[src/rtl/i2c_pkg.sv]
// rtl/i2c_pkg.sv - shared command encodings, FSM states and bit timing constants for the I2C master
package i2c_pkg;

    localparam logic [1:0] OP_START = 2'd0;
    localparam logic [1:0] OP_WRITE = 2'd1;
    localparam logic [1:0] OP_READ  = 2'd2;
    localparam logic [1:0] OP_STOP  = 2'd3;

    localparam logic [2:0] ST_IDLE  = 3'd0;
    localparam logic [2:0] ST_START = 3'd1;
    localparam logic [2:0] ST_BIT   = 3'd2;
    localparam logic [2:0] ST_STOP  = 3'd3;
    localparam logic [2:0] ST_DONE  = 3'd4;

    localparam int unsigned TICKS_PER_BIT = 4;
    localparam int unsigned NUM_BITS      = 9;

    localparam logic [1:0] LAST_PHASE = 2'(TICKS_PER_BIT - 1);
    localparam logic [3:0] LAST_BIT   = 4'(NUM_BITS - 1);

    // SDA pull-down for data bit idx of a byte transfer (idx 8 is the acknowledge slot)
    function automatic logic bit_sda_oe(input logic [1:0] op, input logic [7:0] data,
                                        input logic ack, input logic [3:0] idx);
        logic [3:0] sel;
        sel = 4'd7 - idx;
        if (idx == LAST_BIT) begin
            return (op == OP_READ) ? ack : 1'b0;
        end
        return (op == OP_WRITE) ? ~data[sel[2:0]] : 1'b0;
    endfunction

endpackage

[src/rtl/i2c_tick_gen.sv]
// rtl/i2c_tick_gen.sv - quarter-bit tick generator, one pulse every CLK_DIV cycles
module i2c_tick_gen #(
    parameter int CLK_DIV = 8
) (
    input  logic clk,
    input  logic rst_n,
    input  logic clr,
    output logic tick
);

    localparam int CW = $clog2(CLK_DIV);
    localparam logic [CW-1:0] LAST = CW'(CLK_DIV - 1);

    logic [CW-1:0] cnt;

    assign tick = ~clr & (cnt == LAST);

    // free-running divider, restarted while the controller is idle
    always_ff @(posedge clk or negedge rst_n) begin
        if (!rst_n) begin
            cnt <= '0;
        end else if (clr || tick) begin
            cnt <= '0;
        end else begin
            cnt <= cnt + 1'b1;
        end
    end

endmodule

[src/rtl/i2c_master_ctrl.sv]
// rtl/i2c_master_ctrl.sv - command-driven I2C master: START, byte WRITE, byte READ, STOP
module i2c_master_ctrl
    import i2c_pkg::*;
#(
    parameter int CLK_DIV = 8
) (
    input  logic       clk,
    input  logic       rst_n,
    input  logic       cmd_valid,
    output logic       cmd_ready,
    input  logic [1:0] cmd_op,
    input  logic [7:0] wr_data,
    input  logic       rd_ack,
    output logic [7:0] rd_data,
    output logic       ack_rx,
    output logic       done,
    output logic       scl_oe,
    output logic       sda_oe,
    input  logic       sda_i
);

    logic [2:0] state;
    logic [1:0] op_q;
    logic [7:0] wr_q;
    logic       rd_ack_q;
    logic [1:0] phase;
    logic [3:0] bit_cnt;
    logic       bus_held;
    logic       tick;
    logic       accept;

    assign cmd_ready = (state == ST_IDLE);
    assign accept    = cmd_valid & cmd_ready;

    i2c_tick_gen #(
        .CLK_DIV (CLK_DIV)
    ) u_tick_gen (
        .clk   (clk),
        .rst_n (rst_n),
        .clr   (cmd_ready),
        .tick  (tick)
    );

    // single controller FSM: command latch, line sequencing and sampling
    always_ff @(posedge clk or negedge rst_n) begin
        if (!rst_n) begin
            state    <= ST_IDLE;
            op_q     <= OP_START;
            wr_q     <= 8'h00;
            rd_ack_q <= 1'b0;
            phase    <= 2'd0;
            bit_cnt  <= 4'd0;
            bus_held <= 1'b0;
            scl_oe   <= 1'b0;
            sda_oe   <= 1'b0;
            done     <= 1'b0;
            rd_data  <= 8'h00;
            ack_rx   <= 1'b0;
        end else begin
            done <= 1'b0;
            case (state)
                ST_IDLE: begin
                    if (accept) begin
                        op_q     <= cmd_op;
                        wr_q     <= wr_data;
                        rd_ack_q <= rd_ack;
                        phase    <= 2'd0;
                        bit_cnt  <= 4'd0;
                        case (cmd_op)
                            OP_START: begin
                                state  <= ST_START;
                                scl_oe <= 1'b0;
                                sda_oe <= 1'b0;
                            end
                            OP_STOP: begin
                                state  <= ST_STOP;
                                scl_oe <= 1'b1;
                                sda_oe <= 1'b1;
                            end
                            default: begin
                                // phase 0 of bit 0: SCL low, first data bit presented
                                state  <= ST_BIT;
                                scl_oe <= 1'b1;
                                sda_oe <= bit_sda_oe(cmd_op, wr_data, rd_ack, 4'd0);
                            end
                        endcase
                    end
                end
                ST_START: begin
                    if (tick) begin
                        phase <= phase + 2'd1;
                        if (phase == 2'd1) begin
                            sda_oe <= 1'b1;
                        end
                        if (phase == LAST_PHASE) begin
                            // SCL parked low, SDA handed back for the first data bit
                            scl_oe   <= 1'b1;
                            sda_oe   <= 1'b0;
                            bus_held <= 1'b1;
                            done     <= 1'b1;
                            state    <= ST_DONE;
                        end
                    end
                end
                ST_STOP: begin
                    if (tick) begin
                        phase <= phase + 2'd1;
                        if (phase == 2'd1) begin
                            scl_oe <= 1'b0;
                        end
                        if (phase == LAST_PHASE) begin
                            sda_oe   <= 1'b0;
                            bus_held <= 1'b0;
                            done     <= 1'b1;
                            state    <= ST_DONE;
                        end
                    end
                end
                ST_BIT: begin
                    if (tick) begin
                        phase <= phase + 2'd1;
                        case (phase)
                            2'd1: scl_oe <= 1'b0;
                            2'd2: begin
                                // sample point: SCL has been high for one full tick
                                if (bit_cnt == LAST_BIT) begin
                                    if (op_q == OP_WRITE) begin
                                        ack_rx <= ~sda_i;
                                    end
                                end else if (op_q == OP_READ) begin
                                    rd_data <= {rd_data[6:0], sda_i};
                                end
                            end
                            2'd3: begin
                                scl_oe <= 1'b1;
                                if (bit_cnt == LAST_BIT) begin
                                    sda_oe   <= 1'b0;
                                    bus_held <= 1'b1;
                                    done     <= 1'b1;
                                    state    <= ST_DONE;
                                end else begin
                                    bit_cnt <= bit_cnt + 4'd1;
                                    sda_oe  <= bit_sda_oe(op_q, wr_q, rd_ack_q, bit_cnt + 4'd1);
                                end
                            end
                            default: ;
                        endcase
                    end
                end
                ST_DONE: begin
                    state  <= ST_IDLE;
                    scl_oe <= bus_held;
                    sda_oe <= 1'b0;
                end
                default: state <= ST_IDLE;
            endcase
        end
    end

endmodule

[config.mk]
export PLATFORM = sky130hd
export DESIGN_NAME = i2c_master_ctrl
export DESIGN_NICKNAME = d
export VERILOG_FILES = /design/src/rtl/i2c_pkg.sv /design/src/rtl/i2c_tick_gen.sv /design/src/rtl/i2c_master_ctrl.sv
export SDC_FILE = /design/constraint.sdc
export NUM_CORES = 1
export LEC_CHECK = 0
export ABC_CLOCK_PERIOD_IN_PS = 2700
export BUFFER_PORTS_ARGS = -buffer_cell sky130_fd_sc_hd__buf_2
export CAP_MARGIN = 20
export CORE_MARGIN = 3
export CORE_UTILIZATION = 57
export CTS_CLUSTER_SIZE = 16
export DETAILED_ROUTE_END_ITERATION = 6
export PLACE_DENSITY = 0.79
export SETUP_SLACK_MARGIN = 0.15
export SYNTH_ARGS = -nofsm -noshare
export SYNTH_HDL_FRONTEND = slang
export SYNTH_SLANG_ARGS = --single-unit
export TNS_END_PERCENT = 10
[constraint.sdc]
create_clock -name clk -period 2.7 [get_ports clk]
set_clock_uncertainty 0.2 [all_clocks]
set_input_delay 0.27 -clock clk [delete_from_list [all_inputs] [get_ports clk]]
set_output_delay 0.27 -clock clk [all_outputs]
set_load 0.01 [all_outputs]
==> summary by stage, run 1 <==
Synth
The number of enable-type register cells in the synthesized netlist is 0. The total number of yosys warnings is 0. Synthesis produced a netlist with a net count of 220. The per-instance average area after synthesis is 10.7 µm².

For this run, the register share of the synthesized area comes to 0.435. In the synthesized netlist, the number of instances is 194. The share of flip-flops with an asynchronous set or reset after synthesis is 1.00.

The count of distinct cell types in the synthesized netlist is 47. The flip-flop and latch count after synthesis is 36. The post-synthesis instance area is between 0.002 and 0.0025 mm².

For this run, the leading register cell type out of synthesis is dfrtp_1.

Run status
The flow ran to the end, and the final reports show no timing, DRC or antenna violations.

Detailed routing
The routed length per placed instance is around 15 µm. The ratio of routed vias to standard cells is 5.62. The detailed router's first-iteration violation count is 73. The detail route stage leaves a number of antenna-violating nets equal to 0. The first detailed-routing pass ran for 4 iterations. Detailed routing inserted a total of approximately 1600 vias.

Wires add up to between 4 and 5 mm. The post-detailed-route DRC marker count is 0.

Clock tree
The clock reaches the later pin of the worst-skew pair after 350 ps. The number of buffers created by CTS is 5. Clock tree synthesis selected as its root buffer the cell clkbuf_4. The post-CTS clock slew at the launch and capture registers of the worst setup and hold paths is about 110 ps. The TritonCTS clock tree is built. In this run, post-CTS repair resized a total of 0 instances. The clock tree synthesis step divided the H-tree into 2 levels. The total number of clock tree sinks is 36. The maximum root-to-sink buffer count is 2.

Critical path
The largest single stage delay on the critical path is ~380 ps. The worst-case register-to-register setup slack is 410 ps. STA classifies the critical path endpoint as a flip-flop. The required time reported for the critical path endpoint is ~2800 ps. The kind of start point of the critical path is a flip-flop.

The critical path data arrival time is between 2000 and 2500 ps. The critical path is of the reg2reg type. The slowest library cell on the worst path is dfrtp_1. Counting both buffers and inverters, the worst setup path holds a total of 0.

Of all nets on the critical path, the largest fanout is 11. The critical path goes through ha_1 > ha_1 > o21ai_0 > a21oi_1 > a21oi_1 > o31ai_1 > mux2_2. The family of cells with the greatest summed delay on the critical path is compound AO/OA/AOI/OAI gates.

STA
The number of max-slew violations in the final report is 0. The setup total negative slack is 0 ps. The worst-margin pin slew is just under 800 ps. In the finished design, the share of the clock period the worst path needs comes to 0.847. The minimum clock period is between 2000 and 2500 ps. The final-report hold violation count was 0. The highest attainable clock frequency is roughly 440 MHz.

The headroom to the max-slew limit is 0.470. The final count of negative-setup-slack endpoints is 0. The final hold slack is just under 80 ps. Setup repair after global routing left no endpoint under its margin.

Global routing
The global-route wire length before repair is just under 7 mm. Across every metal layer, demand over resource in global routing totals 0.210. For this run the aggregate overflow at the end of global routing stands at 0. The number of global-route vias before repair is 1533. Entering global routing, the biggest net connects 37 pins. The number of antenna violations at the first check in global routing is 0.

Floorplanning
The area of the core region is 0.00342 mm². The floorplan has 21 rows. For this design the top-level I/O count stands at 28. The width of the die is between 60 and 70 µm. The initial utilization of the core area, before any placement, comes to 0.607.

The vertical extent of the die is approximately 66 µm. The floorplan die area is about 0.0044 mm².

Final layout
Compared with the post-synthesis result, the final layout area differs by 16.0%. The number of standard cells in the final layout excluding fillers is approximately 280. The final design utilization is 0.704. Leaving out fill and tap cells, the most frequent cells in the layout are dfrtp_1 (36), buf_2 (27), mux2_2 (16).

The layout cell share with drive strength beyond 1 is 0.286. The fill cell instance count of the final layout is 249. The diode insertion count for antenna repair is 0.

The library cell used most frequently in the layout, excluding fill and tap cells, is dfrtp_1. The final-stage net count is 256. The sequential standard cell area is about 900 µm². The area used by multi-input combinational logic is between 0.001 and 0.0015 mm².

Flow run
Across the run, the number of max-cap violations was 0.

Hold path
In this run the worst hold path is classified as in2reg.

Place
The final HPWL from detailed placement is slightly above 3 mm. The cell total after placement is between 200 and 300. Port buffering added 27 buffers. Routability-driven placement finished with a final weighted congestion of 0.852.

Pwr
The static leakage is ~0.0011 µW. The power density over the cells is 775 mW/mm². The worst supply voltage drop on vdd is 0.000734 V.
==> per-stage QoR <==
stage,instance area (µm²),setup slack [ps],power (µW)
after floorplan,2070,605,1330
after global placement,2210,566,1440
after detailed placement,2210,459,1480
after CTS,2400,443,1870
after global routing,2400,226,1990
final,2400,414,1860
==> per-layer routing <==
metal,part of all wire,up-vias,track usage
li1,-,760,-
met1,0.42,754,0.251
met2,0.51,37,0.363
met3,0.048,7,0.0476
met4,0.013,0,0.0812
met5,0,-,0
==> cell type report <==
class | count | area share
clock inverters | 3 | 0.0177
clock buffers | 5 | 0.0156
flip-flops and latches | 36 | 0.375
repair buffers | 38 | 0.102
well taps | 46 | 0.0239
multi-input cells | 135 | 0.444
inverters | 14 | 0.0224
==> cells by family after synthesis <==
family / share of synthesized area
buffers and inverters: 0.0507
AO/OA/AOI/OAI: 0.145
adder cells (fa/ha/maj): 0.0664
AND/OR/NAND/NOR: 0.158
flip-flops: 0.435
multiplexers: 0.136
XOR/XNOR: 0.00845
==> synth_stat cells, drive strengths merged (2+ instances only) <==
master	count	area [µm²]
a21oi	13	65.1
mux2i	2	20.0
a2111oi	3	45.1
o22ai	2	12.5
nor2b	4	25.0
nand2b	8	50.1
dfrtp	36	901
ha	11	138
xnor2	2	17.5
o21ai	10	50.1
nor2	7	26.3
and3	3	23.8
nand4	2	12.5
clkbuf	2	7.51
a22o	2	17.5
o31ai	2	15.0
nand3	4	32.5
mux2	20	240
nand2	16	67.6
nor3	5	25.0
inv	13	48.8
buf	7	43.8
o221ai	3	26.3
==> where the power goes <==
| group | internal [µW] | switching (µW) | total, µW |
|---|---|---|---|
| registers | 680 | 128 | 808 |
| logic | 353 | 322 | 675 |
| clock network | 193 | 188 | 381 |
| total | 1230 | 638 | 1860 |
==> registers in the layout (all words and copies together) (netlist names) <==
signal          flops
bus_held            1
state               3
rd_data             8
op_q                2
bit_cnt             4
rd_ack_q            1
scl_oe              1
phase               2
done                1
ack_rx              1
wr_q                8
sda_oe              1
u_tick_gen.cnt      3
==> worst min-delay path, delay by kind of cell <==
kind	cells	cell delay (ps)
buffers and inverters	2	220
AOI/OAI and AO/OA	1	100
==> path summary, 6_finish.rpt <==
kind	cells after the start	from	to
max	7	u_tick_gen.cnt[0]	scl_oe
max reg2reg	7	u_tick_gen.cnt[0]	scl_oe
min in group asynchronous	2	rst_n	state[1]
min	3	cmd_op[1]	op_q[1]
min reg2reg	1	u_tick_gen.cnt[0]	u_tick_gen.cnt[0]
max in group asynchronous	2	rst_n	op_q[1]
==> repair_timing <==
| item | 4_1_cts | 5_1_grt |
|---|---|---|
| hold buffers | 11 | 0 |
| hold endpoints to repair | 47 | 0 |
| buffers inserted | 0 | 0 |
(Power assumes the default switching activity.)
==> run 2: changes to the inputs <==
ABC_CLOCK_PERIOD_IN_PS = 1880   (was 2700)
CORE_UTILIZATION = 51   (was 57)
PLACE_DENSITY = 0.75   (was 0.79)
clock period = 1.88 ns   (was 2.7 ns; I/O delays follow)
==> run 2 against run 1 <==
The flow now finishes with violations (setup timing). Non-clock buffer count rose by 43. Worst setup slack worse by 510 ps. Die area rose by 11%. First-iteration DRC count is the same. Sequential share of layout area decreased by 6.5 points. Design area up 21%. Clock power is 54% higher. Critical path type unchanged.
==> summary by stage, run 2 (synthesized netlist as in run 1, its figures left out) <==
Detailed routing
The total number of vias is between 1500 and 2000. Using the TritonRoute via totals, the vias-per-cell ratio works out to around 5.3. The pre-antenna-repair detailed-routing pass consisted of 4 iterations. The detailed router's first-iteration violation count is 73. After detailed routing, the total wire length is roughly 4.8 mm.

In the final routed layout, each cell accounts on average for 14.9 µm. In the routed design, unresolved DRC markers number 0. The number of nets with antenna violations after detailed routing is 0.

Critical path
The class of the most critical setup path is reg2reg. STA classifies the critical path endpoint as a flip-flop. The worst register-to-register path has a setup slack of -100 ps. Walking the worst path, the cells encountered are inv_2 > ha_4 > and3b_2 > and2b_4 > buf_12 > nand3_4 > mux2_4.

The slowest library cell on the worst path is dfrtp_1. On the worst path, the slowest cell contributes a delay of between 300 and 400 ps. The critical path data arrival time is around 2000 ps. In this run the worst path has a maximum fanout of 8. STA classifies the critical path startpoint as a flip-flop. The required time reported for the critical path endpoint is ~1900 ps.

Global routing
The number of antenna violations at the first check in global routing is 0. The total track usage is 0.200. The global-route wire length before repair is 7.76 mm.

The remaining global-route overflow is 0. The number of global-route vias before repair came to roughly 1700. Entering global routing, the biggest net connects 20 pins.

Run status
The final reports fail on setup timing. The flow ran to the end, but the final reports show violations.

Clock tree
No sink is reached through more buffers than the 2 on the longest clock path. The library cell used as clock root buffer is clkbuf_8. TritonCTS built the clock tree. At the later pin of the worst-skew pair, clock insertion delay measures 290 ps. The total number of clock tree sinks is 36. The number of buffers created by CTS is 5. The CTS H-tree depth is 2.

Clock-pin slew was measured on the worst setup and hold paths at ~70 ps.

STA
The final count of negative-setup-slack endpoints is 11. The final hold slack is about 32 ps. Across all setup checks in the final design, the least slack found is -98.4 ps. For this run, the top clock speed supported by timing is 505 MHz. Setup repair after global routing could not meet its margin everywhere. The worst pin sits at a relative slew slack of 0.671. The worst-margin pin slew is just under 500 ps.

Of the available clock period, the critical path in the final layout requires 1.05. The final-report hold violation count is 0. Counting I/O delays and the setup requirement, the final critical path takes 1980 ps.

The number of max-slew violations in the final report came to 0.

Final layout
Excluding fillers, the count of instances in the completed layout stands at approximately 320. In the final layout, the multi-input gates occupy between 0.001 and 0.0015 mm². Of the cells placed in the final design, the portion with a size suffix greater than 1 is 0.458. Compared with the post-synthesis result, the final layout area differs by 40.4%. The final-stage net count is around 300.

The fill cell instance count of the final layout is about 280. Across the whole layout, storage elements account for around 900 µm². The largest registers in the layout are rd_data: 8 flops, wr_q: 8 flops, bit_cnt: 4 flops.

In the layout the commonest cells are buf_4 (38), dfrtp_1 (36), buf_2 (26). The library cell used most frequently in the layout, excluding fill and tap cells, is buf_4. The final design area excluding fillers is between 0.002 and 0.003 mm². 0 antenna diodes ended up in the layout.

Place
The cell total after placement is ~300. The placed instances occupy a cell area of between 0.002 and 0.0025 mm². The final HPWL from detailed placement is about 3.3 mm. At the end of routability-driven placement, the weighted congestion stood at just over 0.9. The count of buffers added on input and output ports is 27.

Floorplanning
The vertical extent of the die is 69.8 µm. The starting density of the core is 0.546. The number of standard-cell rows in the floorplan is 22. The width of the die is between 60 and 70 µm. The area of the core region is 0.00380 mm². Pin placement for this block handled 28 I/O pins. The floorplan die area is 0.00487 mm².

Pwr
The worst supply voltage drop on vdd is ~0.0007 V. The power density over the cells is 1090 mW/mm². For this design the static power due to leakage is 0.00137 µW.

Flow run
The max-cap violation count is 0.

Hold path
The worst min-delay path category is in2reg.
## run 2: what timing repair did
item | 4_1_cts | 5_1_grt
buffers inserted | 5 | 3
pin swaps | 6 | 6
endpoints found under the setup margin | 28 | 30
gates resized for setup | 13 | 18
hold buffers | 11 | 0
endpoints found under the hold margin | 47 | 0
## run 2: critical path: cells and delay by family, from the launching register on
family | cells | cell delay, ps
adders and majority gates | 1 | 150
buffers and inverters | 2 | 190
DFF | 1 | 380
muxes | 1 | 320
and+or+nand+nor | 3 | 630
## run 2: area by class of cell
class	count	share of cell area
inverters	14	0.0198
repair buffers	81	0.213
multi-input cells	135	0.404
well taps	48	0.0206
clock buffers	7	0.0331
flip-flops and latches	36	0.310
## run 2: final timing paths
check / from / to / cells past startpoint
setup / recovery: bit_cnt[0] / rd_data[6] / 7
hold / removal: cmd_op[0] / op_q[0] / 3
setup reg to reg: bit_cnt[0] / rd_data[6] / 7
hold reg to reg: wr_q[3] / wr_q[3] / 1
max in group asynchronous: rst_n / bit_cnt[1] / 3
min in group asynchronous: rst_n / phase[0] / 2
## run 2: routing by layer
metal  vias to the layer above  global-route usage  share of wire
met5                         -                   0              0
met4                         0              0.0894          0.026
met3                        14              0.0420          0.034
met2                        39               0.319           0.47
met1                       812               0.259           0.47
li1                        848                   -              -
## run 2: per-stage QoR
step	power (µW)	setup TNS (ps)	utilization	setup slack (ps)
floorplan	1930	-186	-	-34.1
global placement	2350	-583	0.657	-105
detailed placement	2390	-820	0.657	-157
CTS	3080	-674	0.739	-144
global route	3380	-1750	0.766	-187
finish	3180	-760	0.766	-98.4
## run 2: power breakdown
part	internal, µW	switching, µW	leakage [µW]	total (µW)
logic	835	642	0.000869	1480
clock network	326	262	0.0000503	588
registers	980	139	0.000455	1120
total	2140	1040	0.00137	3180
==> run 3: changes to the inputs <==
CELL_PAD_IN_SITES_DETAIL_PLACEMENT = 1   (was not set)
CELL_PAD_IN_SITES_GLOBAL_PLACEMENT = 1   (was not set)
CORE_UTILIZATION = 40   (was 51)
PLACE_DENSITY = not set   (was 0.75)
PLACE_DENSITY_LB_ADDON = 0.1   (was not set)
==> run 3 against run 2 <==
The flow still finishes with violations (setup timing). Power down 0.21%. Count of clock-buffer cells in the layout down 2. Sequential share of layout area up 0.16 points. Die area up 25%. Design area down 0.39%. Critical path type unchanged. Critical endpoint is now sda_oe. Largest power group unchanged. Highest routed layer unchanged.
==> summary by stage, run 3 (synthesized netlist as in run 1, its figures left out) <==
Run status
The run finished, with violations left. The final reports fail on setup timing.

Floorplanning
The area of the core region is between 0.004 and 0.005 mm². The die covers a little over 0.006 mm². The floorplan step set the die width to between 70 and 80 µm. For this configuration, the core starts out at a cell density of 0.425. The number of standard-cell rows in the floorplan is 25.

28 I/O pins were placed. The vertical extent of the die is between 70 and 80 µm.

Global routing
The number of antenna violations at the first check in global routing was 0. The global-route wire length before repair is ~9.6 mm. In the global route stage, overall resource usage came out at 0.206. Entering global routing, the biggest net connects 37 pins. The number of global-route vias before repair is around 1900. The remaining global-route overflow is 0.

Detailed routing
The first-pass detailed-route iteration total is 4. The routed design uses roughly 210 µm of met3 wire. The wire length after detailed routing is approximately 6 mm. The ratio of routed vias to standard cells is 5.26.

For this block, wires on met1 add up to between 2 and 3 mm. For this run, design rule violations remaining after detail routing come to 0. The detailed router used layers up to and including met4. The sum of met2 wire segment lengths after detailed routing is about 3.0 mm.

The number of nets with antenna violations after detailed routing is 0. The routed length per placed instance is roughly 17 µm. The total number of vias is ~1800. The detailed router's first-iteration violation count is 84.

Place
The placed instance area is around 0.0025 mm². The routability congestion estimate from global placement is 0.755. Summed over all nets, the half-perimeter wirelength after detailed placement is 3.96 mm. The count of buffers inserted at the top-level ports is 27. The cell total after placement is 310.

The pre-CTS setup slack is -178 ps.

STA
The final hold slack is a little under 30 ps. The headroom to the max-slew limit is 0.685. The worst setup margin is -126 ps. For the pin with the worst max-slew slack, the measured transition is roughly 470 ps.

The highest attainable clock frequency is approximately 500 MHz. Setup repair after global routing could not meet its margin everywhere. In the finished design, the share of the clock period the worst path needs comes to 1.07.

The final count of negative-setup-slack endpoints is 12. The final-report hold violation count came to 0. The number of max-slew violations in the final report was 0. The minimum clock period is approximately 2000 ps.

Final layout
In the final design database the tool counted approximately 300 nets. The area growth from synthesis to final layout is 39.8%. The top cell types in the final layout, fill and taps aside, are dfrtp_1 (35), buf_4 (35), buf_2 (27).

Excluding fillers, the count of instances in the completed layout stands at 337. In the final layout, the registers with the most flip-flops are rd_data: 8 flops, wr_q: 8 flops, bit_cnt: 4 flops. The finished cells cover 0.00290 mm². The layout cell share with drive strength beyond 1 is 0.459. The repair_antennas step left the layout with diodes totalling 0.

Critical path
The peak per-stage delay on the critical path is roughly 430 ps. The worst setup path is launched from a flip-flop. Traced cell by cell, the critical path runs through buf_6 > buf_6 > ha_4 > xnor2_4 > nor2_1 > o32a_1 > o221ai_1 > mux2i_1. The slowest library cell on the worst path is dfrtp_1. Data on the critical path is required at its endpoint by roughly 1900 ps. The cell that appears most often on the critical path is buf_6.

STA puts the critical path data arrival time at between 1500 and 2000 ps. The maximum fanout encountered on the critical timing path is 3. The capturing element type of the critical path is a flip-flop. The critical path is of the reg2reg type.

Clock tree
The CTS H-tree depth is 2. The insertion delay of the later-clocked pin in the worst-skew pair is roughly 310 ps. For this design, the sink count on the clock tree is 36. The post-CTS clock slew at the launch and capture registers of the worst setup and hold paths is around 80 ps. The TritonCTS clock tree is built. The tree is rooted in a clkbuf_8. The clock passes through at most 2 buffers. Clock tree synthesis inserted a total of 5 buffers.

Flow run
The max-cap violation count is 0.

Pwr
The power density over the cells is 1100 mW/mm². For this design the static power due to leakage is 0.00135 µW. Total power for the finished layout comes to about 3200 µW. The worst supply voltage drop on vdd is approximately 0.0006 V.

Hold path
The worst min-delay path category is in2reg.
run 3: cell count changes in the layout (fill, tap and decap cells not counted), sizes merged:
cell,delta
buf,-4
clkbuf,-2
clkinv,+2
inv,+1
run 3: cell type report:
| cell class | instances | area, µm² |
|---|---|---|
| fill | 560 | 1980 |
| multi-input combinational | 135 | 1210 |
| sequential | 36 | 902 |
| timing repair buffer | 77 | 562 |
| tap | 67 | 83.8 |
| clock buffer | 5 | 68.8 |
| inverter | 14 | 55.1 |
| clock inverter | 3 | 18.8 |
run 3: final timing paths:
path	startpoint	endpoint	slack (ps)	cells after the start
hold reg to reg	ack_rx	ack_rx	310	2
setup / recovery	bit_cnt[0]	sda_oe	-130	8
max in group asynchronous	rst_n	state[1]	860	3
min in group asynchronous	rst_n	phase[0]	250	3
setup reg to reg	bit_cnt[0]	sda_oe	-130	8
hold / removal	cmd_op[1]	op_q[1]	30	3
run 3: worst max-delay path, delay by kind of cell (launching register included):
family,cells,cell delay (ps)
buffers and inverters,2,250
adder cells (fa/ha/maj),1,170
flip-flops,1,430
AO/OA/AOI/OAI,2,520
AND/OR/NAND/NOR,1,60
multiplexers,1,100
XOR/XNOR,1,150
run 3: through the flow:
| step | setup TNS (ps) | utilization |
|---|---|---|
| after global placement | -425 | 0.508 |
| after detailed placement | -1520 | 0.508 |
| after floorplan | -186 | - |
| final | -819 | 0.594 |
| after CTS | -1370 | 0.577 |
| after global routing | -1950 | 0.594 |
run 3: metal layers:
layer,track usage,vias up
li1,-,839
met1,0.241,891
met2,0.362,31
met3,0.0510,10
met4,0.0804,0
met5,0,-
run 3: power breakdown:
part | internal [µW] | switching (µW) | total (µW)
sequential | 981 | 148 | 1130
clock | 258 | 312 | 570
combinational | 800 | 679 | 1480
run 3: repair_timing:
| item | in CTS | in global routing |
|---|---|---|
| gates cloned | 0 | 0 |
| pin swaps | 10 | 4 |
| buffers inserted | 7 | 1 |
| hold endpoints to repair | 47 | 0 |
| hold buffers | 11 | 0 |
| endpoints found under the setup margin | 32 | 33 |
| resized for setup | 17 | 21 |
